## src/rtl/pipe_pkg.sv

```systemverilog
// Shared definitions for processor stage registers: NOP word, default field
// widths and the stage-occupancy encoding (EMPTY/ONE/FULL).
package pipe_pkg;

    localparam int PC_W_DEF    = 32;
    localparam int INSTR_W_DEF = 32;
    localparam int DATA_W_DEF  = 32;

    localparam logic [31:0] NOP_WORD = 32'h0000_0000;

    typedef enum logic [1:0] {
        OCC_EMPTY = 2'd0,
        OCC_ONE   = 2'd1,
        OCC_FULL  = 2'd2
    } occ_e;

    // Occupancy follows directly from the valid bits; skid is only ever valid behind main.
    function automatic occ_e occ_from_valid(input logic main_v, input logic skid_v);
        if (!main_v) begin
            return OCC_EMPTY;
        end
        if (skid_v) begin
            return OCC_FULL;
        end
        return OCC_ONE;
    endfunction

endpackage

```

## src/rtl/pipe_entry.sv

```systemverilog
// One stage-register entry: a valid bit plus a payload register, with
// asynchronous active-low reset, load (sets valid) and clear (wins over load).
module pipe_entry #(
    parameter int W = 32
) (
    input  logic         clock,
    input  logic         reset,
    input  logic         load,
    input  logic         clear,
    input  logic [W-1:0] d,
    output logic         valid,
    output logic [W-1:0] q
);

    logic         r_valid;
    logic [W-1:0] r_payload;

    always_ff @(posedge clock or negedge reset) begin
        if (!reset) begin
            r_valid   <= 1'b0;
            r_payload <= '0;
        end else begin
            if (clear) begin
                r_valid <= 1'b0;
            end else if (load) begin
                r_valid <= 1'b1;
            end
            if (load && !clear) begin
                r_payload <= d;
            end
        end
    end

    assign valid = r_valid;
    assign q     = r_payload;

endmodule

```

## src/rtl/pipe_stage_reg.sv

```systemverilog
// Valid/ready pipeline stage register for PC, instruction and two operands.
// Define PIPE_STAGE_SKID_EN for a two-entry skid buffer with registered in_ready.
module pipe_stage_reg #(
    parameter int                 PC_W     = pipe_pkg::PC_W_DEF,
    parameter int                 INSTR_W  = pipe_pkg::INSTR_W_DEF,
    parameter int                 DATA_W   = pipe_pkg::DATA_W_DEF,
    parameter logic [INSTR_W-1:0] NOP_WORD = INSTR_W'(pipe_pkg::NOP_WORD)
) (
    input  logic               clock,
    input  logic               reset,
    input  logic               flush,
    input  logic               in_valid,
    output logic               in_ready,
    input  logic [PC_W-1:0]    in_pc,
    input  logic [INSTR_W-1:0] in_instr,
    input  logic [DATA_W-1:0]  in_a,
    input  logic [DATA_W-1:0]  in_b,
    output logic               out_valid,
    input  logic               out_ready,
    output logic [PC_W-1:0]    out_pc,
    output logic [INSTR_W-1:0] out_instr,
    output logic [DATA_W-1:0]  out_a,
    output logic [DATA_W-1:0]  out_b
);
    import pipe_pkg::*;

    localparam int PAY_W = PC_W + INSTR_W + 2 * DATA_W;

    logic [PAY_W-1:0]   w_in_payload;
    logic [PAY_W-1:0]   w_main_d;
    logic [PAY_W-1:0]   w_main_q;
    logic               w_main_valid;
    logic               w_main_load;
    logic               w_main_clear;
    logic               w_in_xfer;
    logic               w_out_xfer;
    occ_e               w_state;
    logic [PC_W-1:0]    w_q_pc;
    logic [INSTR_W-1:0] w_q_instr;
    logic [DATA_W-1:0]  w_q_a;
    logic [DATA_W-1:0]  w_q_b;

    assign w_in_payload = {in_pc, in_instr, in_a, in_b};
    assign w_in_xfer    = in_valid && in_ready;
    assign w_out_xfer   = w_main_valid && out_ready;

    pipe_entry #(.W(PAY_W)) u_main (
        .clock (clock),
        .reset (reset),
        .load  (w_main_load),
        .clear (w_main_clear),
        .d     (w_main_d),
        .valid (w_main_valid),
        .q     (w_main_q)
    );

`ifdef PIPE_STAGE_SKID_EN
    logic             w_skid_valid;
    logic [PAY_W-1:0] w_skid_q;
    logic             w_skid_load;
    logic             w_skid_clear;
    logic             w_main_from_skid;

    pipe_entry #(.W(PAY_W)) u_skid (
        .clock (clock),
        .reset (reset),
        .load  (w_skid_load),
        .clear (w_skid_clear),
        .d     (w_in_payload),
        .valid (w_skid_valid),
        .q     (w_skid_q)
    );

    assign w_state  = occ_from_valid(w_main_valid, w_skid_valid);
    assign in_ready = !w_skid_valid;
    assign w_main_d = w_main_from_skid ? w_skid_q : w_in_payload;

    // Flush clears both entries and drops any beat presented in the same cycle.
    always_comb begin
        w_main_load      = 1'b0;
        w_main_clear     = 1'b0;
        w_skid_load      = 1'b0;
        w_skid_clear     = 1'b0;
        w_main_from_skid = 1'b0;
        if (flush) begin
            w_main_clear = 1'b1;
            w_skid_clear = 1'b1;
        end else begin
            case (w_state)
                OCC_EMPTY: w_main_load = w_in_xfer;
                OCC_ONE: begin
                    if (w_in_xfer && w_out_xfer) begin
                        w_main_load = 1'b1;
                    end else if (w_in_xfer) begin
                        w_skid_load = 1'b1;
                    end else if (w_out_xfer) begin
                        w_main_clear = 1'b1;
                    end
                end
                OCC_FULL: begin
                    if (w_out_xfer) begin
                        w_main_load      = 1'b1;
                        w_main_from_skid = 1'b1;
                        w_skid_clear     = 1'b1;
                    end
                end
                default: ;
            endcase
        end
    end
`else
    assign w_state  = occ_from_valid(w_main_valid, 1'b0);
    assign in_ready = !w_main_valid || out_ready;
    assign w_main_d = w_in_payload;

    always_comb begin
        w_main_load  = 1'b0;
        w_main_clear = 1'b0;
        if (flush) begin
            w_main_clear = 1'b1;
        end else begin
            case (w_state)
                OCC_EMPTY: w_main_load = w_in_xfer;
                OCC_ONE: begin
                    if (w_in_xfer) begin
                        w_main_load = 1'b1;
                    end else if (w_out_xfer) begin
                        w_main_clear = 1'b1;
                    end
                end
                default: ;
            endcase
        end
    end
`endif

    assign {w_q_pc, w_q_instr, w_q_a, w_q_b} = w_main_q;

    // Empty stage presents a NOP so downstream decode never sees stale payload.
    always_comb begin
        out_valid = w_main_valid;
        out_pc    = '0;
        out_instr = NOP_WORD;
        out_a     = '0;
        out_b     = '0;
        if (w_main_valid) begin
            out_pc    = w_q_pc;
            out_instr = w_q_instr;
            out_a     = w_q_a;
            out_b     = w_q_b;
        end
    end

endmodule

```

## config.mk

```make
export PLATFORM = sky130hd
export DESIGN_NAME = pipe_stage_reg
export DESIGN_NICKNAME = d
export VERILOG_FILES = /design/src/rtl/pipe_pkg.sv /design/src/rtl/pipe_entry.sv /design/src/rtl/pipe_stage_reg.sv
export SDC_FILE = /design/constraint.sdc
export NUM_CORES = 1
export LEC_CHECK = 0
export BUFFER_PORTS_ARGS = -buffer_cell sky130_fd_sc_hd__buf_2
export CAP_MARGIN = 20
export CELL_PAD_IN_SITES_DETAIL_PLACEMENT = 1
export CELL_PAD_IN_SITES_GLOBAL_PLACEMENT = 2
export CORE_ASPECT_RATIO = 0.6
export CORE_UTILIZATION = 29
export CTS_BUF_LIST = sky130_fd_sc_hd__clkbuf_16
export DETAILED_ROUTE_END_ITERATION = 16
export PLACE_DENSITY_LB_ADDON = 0.12
export SETUP_SLACK_MARGIN = 0.15
export SYNTH_ARGS = -nofsm -noshare
export SYNTH_HDL_FRONTEND = slang
export SYNTH_SLANG_ARGS = --single-unit
```

## constraint.sdc

```tcl
create_clock -name clock -period 1.8 [get_ports clock]
set_input_delay 0.18 -clock clock [delete_from_list [all_inputs] [get_ports clock]]
set_output_delay 0.18 -clock clock [all_outputs]
set_load 0.01 [all_outputs]
```

==> metrics.txt, run 1 <==
cell area after layout 9714 um^2; pin slew with the least headroom to its limit 394.9 ps; Max H-tree Level 4; number of input and output port buffers inserted around 260; post-synthesis share of cell area spent on full adders, half adders and majority gates 0%; cell repeated most along the worst path buf_12; die boundary width 183.5 um; crit path kind flip-flop to flip-flop; total power 9.293 mW; buffers from clock root to sink, at most 2; total power density per cell area 956.6 nW/um^2; Starting Density 29.89%; final critical-path share of the clock period a little over nine tenths; met2 WL post-DR 9292 um; path length in cells of the critical path 6; Post-DP HPWL 11480 um; cell types with the largest area share after synthesis dfrtp_1 56%, mux2_2 25%, and2_1 14%, buf_6 2.2%, clkbuf_1 0.92%; library cell with the largest summed area after synthesis dfrtp_1; clock buffer count from CTS 17; largest net degree at the start of global routing 66; CTS tree yes; via/cell ratio around 4.3; placement row count 39; GRT overflow 0; total via count in the routed design 4587; number of global-route vias before repair ~5000; post-route clock skew slightly below 9 ps; Pre-Repair DR Iteration Count 4; number of nets with antenna violations after detailed routing 0; top fanout value on the critical path 10; share of the synthesized area in the top cell type between 50% and 60%; leakage power figure 4.625 nW; wire length of the first global-routing pass 28090 um; met1 wire length ~9000 um; final-layout setup total negative slack 0 ps; Setup crit end kind flip-flop; most common cell after layout, fill and taps aside buf_2; R2R depth 6; reg-to-reg critical path endpoint u_main.q[84]; share of post-route cells with drive strength above 1 64.27%; count of unique library cells instantiated by Yosys 10; weighted congestion reported at the end of routability-driven placement 0.7258; last element of the critical path u_main.q[84]; register-to-register setup slack 60 ps; Critical Path Start Type flip-flop; DR top layer met5; class of the tightest hold or removal check input port to flip-flop; register bit total from synthesis 129; launch point of the worst reg-to-reg path u_main.valid; synthesis-to-layout area growth 69.48%; I/O pins 263; status finished clean; beginning of the critical path u_main.valid; area of the die 20350 um^2; total of max-cap violations 0; Cell Area, Synth 5732 um^2; post-synthesis sequential area ratio between 50% and 60%; root cell of the clock tree clkbuf_16; total routed wirelength 20070 um; Final Hold Vio Count 0; Hold Startpoint in_pc[0]; die height roughly 110 um; unrepaired setup endpoints after global routing yes; placed standard-cell area 7343 um^2; clock transition at the registers of the reported paths 60 ps; kind of cell with the highest combined delay on the critical path flip-flops; GRT Util Overall between 10% and 20%; Hold Worst Slack around 15 ps; Synth Area in Compound Gates 0%; count of yosys warnings during synthesis 0; delay contributed by the slowest stage of the critical path 450 ps; number of design rule violations left after detail routing 0; Layout Nets 913; routed wire length per instance 18.95 um; Pins Over Slew Limit 0; fmax 0.5737 GHz; Avg Inst Size Synth roughly 14 um^2; initial antenna violation count 3; arrival time of data at the critical path endpoint 2020 ps; crit path buf inv count 3; most used cells in the layout excluding fill and tap cells 200 x buf_2, 128 x dfrtp_1, 125 x mux2_2; nets in the synthesized netlist 551; cells after synthesis 418; clock latency of the later-clocked register in the worst-skew pair roughly 410 ps; multiplexer fraction of the synthesized cell area 25.15%; WL met3 1516 um; area fraction in and, or, nand and nor cells after synthesis 14.67%; First DRT Iteration DRCs 141; Finish-stage setup viols 0; endpoint required time on the critical path 2080 ps; crit path max-delay cell type dfrtp_2; CTS Sinks 129; critical path cell sequence nor2b_4 -> nor3b_4 -> buf_6 -> buf_12 -> buf_12 -> mux2_2; Std-Cell Core Area 19180 um^2; largest family of logic cells by synthesized area multiplexers; fraction of synthesized cell area in xor and xnor cells 0%; worst rel slew slack 73.67%; Tmin final between 1500 and 2000 ps; peak supply drop 606.4 uV
==> cell families after synthesis <==
group | after synthesis
simple gates | 132
buf+inv | 29
flops | 129
mux | 128
==> synth_stat cells (all sizes together) <==
master	count
nor3b	1
nor2b	1
dfrtp	129
clkbuf	17
nor2	2
inv	1
mux2	128
buf	11
and2	128
==> per-layer routing <==
layer / vias to the layer above / global-route usage, %
met1: 2286 / 22.67
met4: 4 / 4.889
met5: - / 0
li1: 2113 / -
met2: 163 / 28.33
met3: 21 / 7.326
==> sequential cells by signal (all words and copies together) (netlist names) <==
register      cells
u_main.q        128
u_main.valid      1
==> report_power, final <==
part           switching (mW)  internal, mW  total, mW
sequential              0.251          3.40       3.65
combinational           0.757          1.23       1.99
clock                    1.35          2.31       3.66
total                    2.35          6.94       9.29
==> cell type report <==
cell class | instances | area [um^2]
diodes | 1 | 2.502
clock buffers | 17 | 425.4
clock inverters | 14 | 192.7
fillers | 1994 | 9463
inverters | 1 | 3.754
multi-input cells | 260 | 2446
flip-flops and latches | 129 | 3229
well taps | 266 | 332.8
repair buffers | 371 | 3082
==> metrics by stage <==
step	utilization (%)	setup WS, ps	std cells
final	50.66	57.05	1059
after global routing	50.64	6.654	1058
after CTS	46.54	53.84	1045
after detailed placement	38.29	80.60	930
after global placement	38.29	141.5	930
after floorplan	-	243.8	418
==> worst min path at each step <==
stage          slack, ps            to  cells after the start
2_1_floorplan       -120   u_main.q[0]                      0
3_3_place_gp         120  u_main.q[51]                      1
3_5_place_dp         120  u_main.q[51]                      1
4_1_cts              0.1  u_main.q[96]                      2
5_1_grt                2  u_main.q[61]                      2
6_report              10  u_main.q[96]                      2
==> repair_timing <==
item,in CTS,in global routing
gates resized for setup,13,142
hold buffers,79,4
endpoints found under the hold margin,112,4
pin swaps,0,1
setup endpoints to repair,206,217
setup buffers,1,2
cloned,4,7
No activity file was read; power rests on OpenSTA's default activity.
==> inputs of run 2 (changes only) <==
--- a/config.mk
+++ b/config.mk
@@ -11,7 +11,6 @@
 export CELL_PAD_IN_SITES_GLOBAL_PLACEMENT = 2
 export CORE_ASPECT_RATIO = 0.6
 export CORE_UTILIZATION = 29
-export CTS_BUF_LIST = sky130_fd_sc_hd__clkbuf_16
 export DETAILED_ROUTE_END_ITERATION = 16
 export PLACE_DENSITY_LB_ADDON = 0.12
 export SETUP_SLACK_MARGIN = 0.15
==> metrics.txt, run 2 (synthesis gave the netlist of run 1 again) <==
most used cells in the layout excluding fill and tap cells 200 x buf_2, 128 x dfrtp_1, 125 x mux2_2; GRT overflow 0 (unchanged); share of post-route cells with drive strength above 1 64.27% (unchanged); CTS tree yes; min setup slack post-route 56.71 ps (-0.3446 ps); status finished clean; Layout Nets 913 (unchanged); cell area after layout 9714 um^2 (unchanged); First DRT Iteration DRCs 145 (+2.8%); internal power of the cells 6.951 mW (+0.17%); peak supply drop 606.3 uV (about the same); worst setup slack before clock tree synthesis 80.60 ps (unchanged); buffers from clock root to sink, at most 2 (unchanged); GRT Util Overall 17.99% (unchanged); I/O pins 263 (unchanged); post-route clock skew 8.710 ps (-0.07286 ps); number of input and output port buffers inserted 262 (unchanged); total via count in the routed design 4594 (+0.15%); total routed wirelength 20070 um (unchanged); Tmin final 1743 ps (+0.3446 ps); number of design rule violations left after detail routing 0 (unchanged); Hold Worst Slack 14.62 ps (-0.1130 ps); Setup crit end kind flip-flop; area of the die 20350 um^2 (unchanged); via/cell ratio 4.338 (+0.15%); final critical-path share of the clock period 96.85% (about the same); clock latency of the later-clocked register in the worst-skew pair 410 ps (about the same); final-layout setup total negative slack 0 ps (unchanged); clock transition at the registers of the reported paths 60 ps (about the same); part of the total power dissipated in combinational logic 21.4% (about the same); Final Hold Vio Count 0 (unchanged); power dissipated by switching net loads 2.353 mW (about the same); Starting Density 29.89% (unchanged); leakage power figure 4.617 nW (-0.18%); wire length of the first global-routing pass 28090 um (unchanged); Pre-Repair DR Iteration Count 4 (unchanged); switching share of power 25.29% (-0.028 points); largest net degree at the start of global routing 66 (unchanged); top fanout value on the critical path 10 (unchanged); utilization after layout 50.66% (unchanged); Placed Cells 930 (unchanged); Critical Path Start Type flip-flop; total power density per cell area 957.8 nW/um^2 (+0.13%); Post-DP HPWL 11480 um (unchanged); die boundary width 183.5 um (unchanged); CTS Sinks 129 (unchanged); total power 9.305 mW (+0.13%); Std-Cell Core Area 19180 um^2 (unchanged); die height 110.9 um (unchanged); arrival time of data at the critical path endpoint 2030 ps (about the same); root cell of the clock tree clkbuf_16; Max H-tree Level 4 (unchanged); weighted congestion reported at the end of routability-driven placement 0.7258 (unchanged); routed wire length per instance 18.95 um (unchanged); class of the tightest hold or removal check input port to flip-flop; crit path kind flip-flop to flip-flop; flip-flop count of the largest register, all copies and words added 128 (unchanged); total of max-cap violations 0 (unchanged); placed standard-cell area 7343 um^2 (unchanged); pin slew with the least headroom to its limit 394.7 ps (-0.1669 ps); Finish-stage setup viols 0 (unchanged); synthesis-to-layout area growth 69.48% (unchanged); most common cell after layout, fill and taps aside buf_2; number of global-route vias before repair 5025 (unchanged); endpoint required time on the critical path 2080 ps (about the same); number of nets with antenna violations after detailed routing 0 (unchanged); fmax 0.5736 GHz (about the same); initial antenna violation count 3 (unchanged); placement row count 39 (unchanged); fin cells 1059 (unchanged); clock network fraction of total power 39.4% (about the same); clock buffer count from CTS 17 (unchanged); power share of the sequential group 39.2% (about the same); Pins Over Slew Limit 0 (unchanged); unrepaired setup endpoints after global routing yes; worst rel slew slack 73.68% (about the same)
## run 2: routing by layer
metal | GRT usage (%) | share of wire (%) | up-vias
met5 | 0 | 0.13 | -
met4 | 4.889 | 1.5 | 4
met3 | 7.326 | 7.4 | 22
met2 | 28.33 | 46 | 167
met1 | 22.67 | 45 | 2288
li1 | - | - | 2113
## run 2: critical path: stages (launching register included)
cell and delay (ps):
dfrtp_2 450, nor2b_4 160, nor3b_4 210, buf_6 150, buf_12 150, buf_12 140, mux2_2 340
## run 2: worst paths after layout
kind / from / end / slack [ps] / depth (start not counted)
min in group asynchronous: reset / u_main.q[58] / 270 / 2
max in group asynchronous: reset / u_main.q[84] / 910 / 3
setup / recovery: u_main.valid / u_main.q[84] / 60 / 6
hold / removal: in_pc[0] / u_main.q[96] / 10 / 2
hold reg to reg: u_main.q[20] / u_main.q[20] / 500 / 1
setup reg to reg: u_main.valid / u_main.q[84] / 60 / 6
## run 2: layout make-up
cell class | count | area [um^2]
clock buffers | 19 | 432.9
repair buffers | 371 | 3082
flip-flops and latches | 129 | 3229
well taps | 266 | 332.8
multi-input cells | 260 | 2446
fillers | 1994 | 9463
clock inverters | 12 | 185.2
inverters | 1 | 3.754
diodes | 1 | 2.502
## run 2: timing repair
item,4_1_cts,5_1_grt
buffers inserted,1,2
hold buffers,79,4
setup endpoints to repair,206,217
cloned,4,7
gates resized for setup,13,142
hold endpoints to repair,112,4
pin swaps,0,1
## run 2: power groups by stage
stage	registers (mW)	logic (mW)	clock network [mW]
after CTS	3.62	1.66	3.76
after floorplan	3.58	0.887	0
after global placement	3.64	1.41	0
after detailed placement	3.67	1.46	0
final	3.65	1.99	3.67
after global routing	3.72	2.15	3.88
==> inputs of run 3 (changes only) <==
--- a/config.mk
+++ b/config.mk
@@ -13,6 +13,7 @@
 export CORE_UTILIZATION = 29
 export DETAILED_ROUTE_END_ITERATION = 16
 export PLACE_DENSITY_LB_ADDON = 0.12
+export REMOVE_ABC_BUFFERS = 1
 export SETUP_SLACK_MARGIN = 0.15
 export SYNTH_ARGS = -nofsm -noshare
 export SYNTH_HDL_FRONTEND = slang
==> metrics.txt, run 3 (synthesis gave the netlist of run 1 again) <==
unrepaired setup endpoints after global routing yes; die height 110.9 um (unchanged); CTS Sinks 129 (unchanged); number of design rule violations left after detail routing 0 (unchanged); Post-DP HPWL 11380 um (-0.90%); utilization after layout 55.65% (+5.0 points); die boundary width 183.5 um (unchanged); Fill cells 1924 (-3.5%); fmax 0.5732 GHz (about the same); synthesis-to-layout area growth 86.20%; worst rel slew slack 61.79% (-12 points); endpoint required time on the critical path 2100 ps (+20 ps); Finish-stage setup viols 0 (unchanged); Std-Cell Core Area 19180 um^2 (unchanged); CTS tree yes; placement row count 39 (unchanged); crit path kind flip-flop to flip-flop; arrival time of data at the critical path endpoint 2040 ps (about the same); pin slew with the least headroom to its limit 573.2 ps (+178.4 ps); total power 9.743 mW (+4.7%); routed wire length per instance 19.72 um (+4.1%); number of nets with antenna violations after detailed routing 0 (unchanged); final-layout setup total negative slack 0 ps (unchanged); wire length of the first global-routing pass 32400 um (+15%); class of the tightest hold or removal check input port to flip-flop; GRT overflow 0 (unchanged); area of the die 20350 um^2 (unchanged); largest net degree at the start of global routing 51 (-23%); total power density per cell area 912.9 nW/um^2 (-4.7%); leakage power figure 5.151 nW (+12%); share of post-route cells with drive strength above 1 62.43% (-1.8 points); GRT Util Overall 21.50% (+3.5 points); peak supply drop 596.7 uV (-1.6%); status finished clean; clock transition at the registers of the reported paths 50 ps (about the same); Tmin final 1745 ps (+1.417 ps); Pins Over Slew Limit 0 (unchanged); number of global-route vias before repair 5612 (+12%); top fanout value on the critical path 14 (+4); clock latency of the later-clocked register in the worst-skew pair 420 ps (about the same); total routed wirelength 22010 um (+9.7%); via/cell ratio 4.362 (+0.55%); Layout Nets 969 (+6.1%); Setup crit end kind flip-flop; total via count in the routed design 4868 (+6.0%); post-route clock skew 6.023 ps (-2.687 ps); most used cells in the layout excluding fill and tap cells 198 x buf_2, 128 x dfrtp_1, 123 x dlygate4sd3_1; I/O pins 263 (unchanged); Final Hold Vio Count 0 (unchanged); Pre-Repair DR Iteration Count 4 (unchanged); flip-flop count of the largest register, all copies and words added 128 (unchanged); number of input and output port buffers inserted 262 (unchanged); First DRT Iteration DRCs 125 (-14%); Max H-tree Level 4 (unchanged); area used by sequential logic in the layout 3229 um^2 (unchanged); Critical Path Start Type flip-flop; root cell of the clock tree clkbuf_16; total of max-cap violations 0 (unchanged); buffers from clock root to sink, at most 2 (unchanged); clock buffer count from CTS 17 (unchanged); final critical-path share of the clock period 96.93% (about the same); most common cell after layout, fill and taps aside buf_2; Starting Density 29.89% (unchanged); area used by multi-input combinational logic 2631 um^2 (+7.6%); weighted congestion reported at the end of routability-driven placement 0.7352 (+1.3%); initial antenna violation count 1 (-2)
==> run 3: cell count changes in the layout (fill, tap and decap cells not counted), sizes merged <==
cell / before / now
buf: 284 / 298
clkbuf: 23 / 27
clkinv: 3 / 6
clkinvlp: 4 / 1
dlygate4sd3: 83 / 123
inv: 2 / 1
==> run 3: timing repair <==
item	CTS	global route
cloned	13	6
gates resized for setup	106	102
endpoints found under the hold margin	168	0
endpoints found under the setup margin	254	256
hold buffers	123	0
setup buffers	7	2
pin swaps	2	1
==> run 3: worst max-delay path: stages (launching register included) <==
cell	delay, ps
dfrtp_2	430
nor2b_4	150
nor3b_4	220
buf_12	150
buf_12	140
clkbuf_16	190
mux2_2	340
==> run 3: metal layers <==
metal | track usage (%) | vias to the layer above | part of all wire [%] | routed length, um
met5 | 0 | - | 0 | 0
met4 | 5.944 | 0 | 1.2 | 261
met3 | 7.556 | 20 | 7.7 | 1694
met2 | 35.13 | 174 | 48 | 10490
met1 | 26.79 | 2444 | 43 | 9556
li1 | - | 2230 | - | -
==> run 3: final timing paths <==
path	start	end	slack (ps)	cells after the start
setup / recovery	u_main.valid	u_main.q[127]	60	6
max in group asynchronous	reset	u_main.q[127]	850	3
hold reg to reg	u_main.q[73]	u_main.q[73]	500	1
hold / removal	in_valid	u_main.valid	20	3
min in group asynchronous	reset	u_main.q[126]	330	2
setup reg to reg	u_main.valid	u_main.q[127]	60	6
==> run 3: layout make-up <==
type / count / area share, %
tap: 266 / 3.118
inverter: 1 / 0.03517
timing repair buffer: 427 / 35.93
sequential: 129 / 30.26
antenna: 1 / 0.02345
clock inverter: 11 / 1.477
clock buffer: 21 / 4.502
multi-input combinational: 260 / 24.65
==> run 3: stage by stage <==
stage / setup WS [ps] / hold slack (ps) / instances / cell area (um^2)
after detailed placement: 95.78 / 189.9 / 932 / 7358
after global routing: 3.617 / 1.567 / 1116 / 10670
after global placement: 124.7 / 184.5 / 932 / 7358
final: 55.29 / 15.83 / 1116 / 10670
after floorplan: -3403 / -115.6 / 390 / 5514
after CTS: 40.95 / 0.01626 / 1107 / 10080
==> run 3: power by group <==
| group | internal, mW | switching [mW] |
|---|---|---|
| clock | 2.45 | 1.32 |
| combinational | 1.48 | 0.828 |
| sequential | 3.40 | 0.266 |
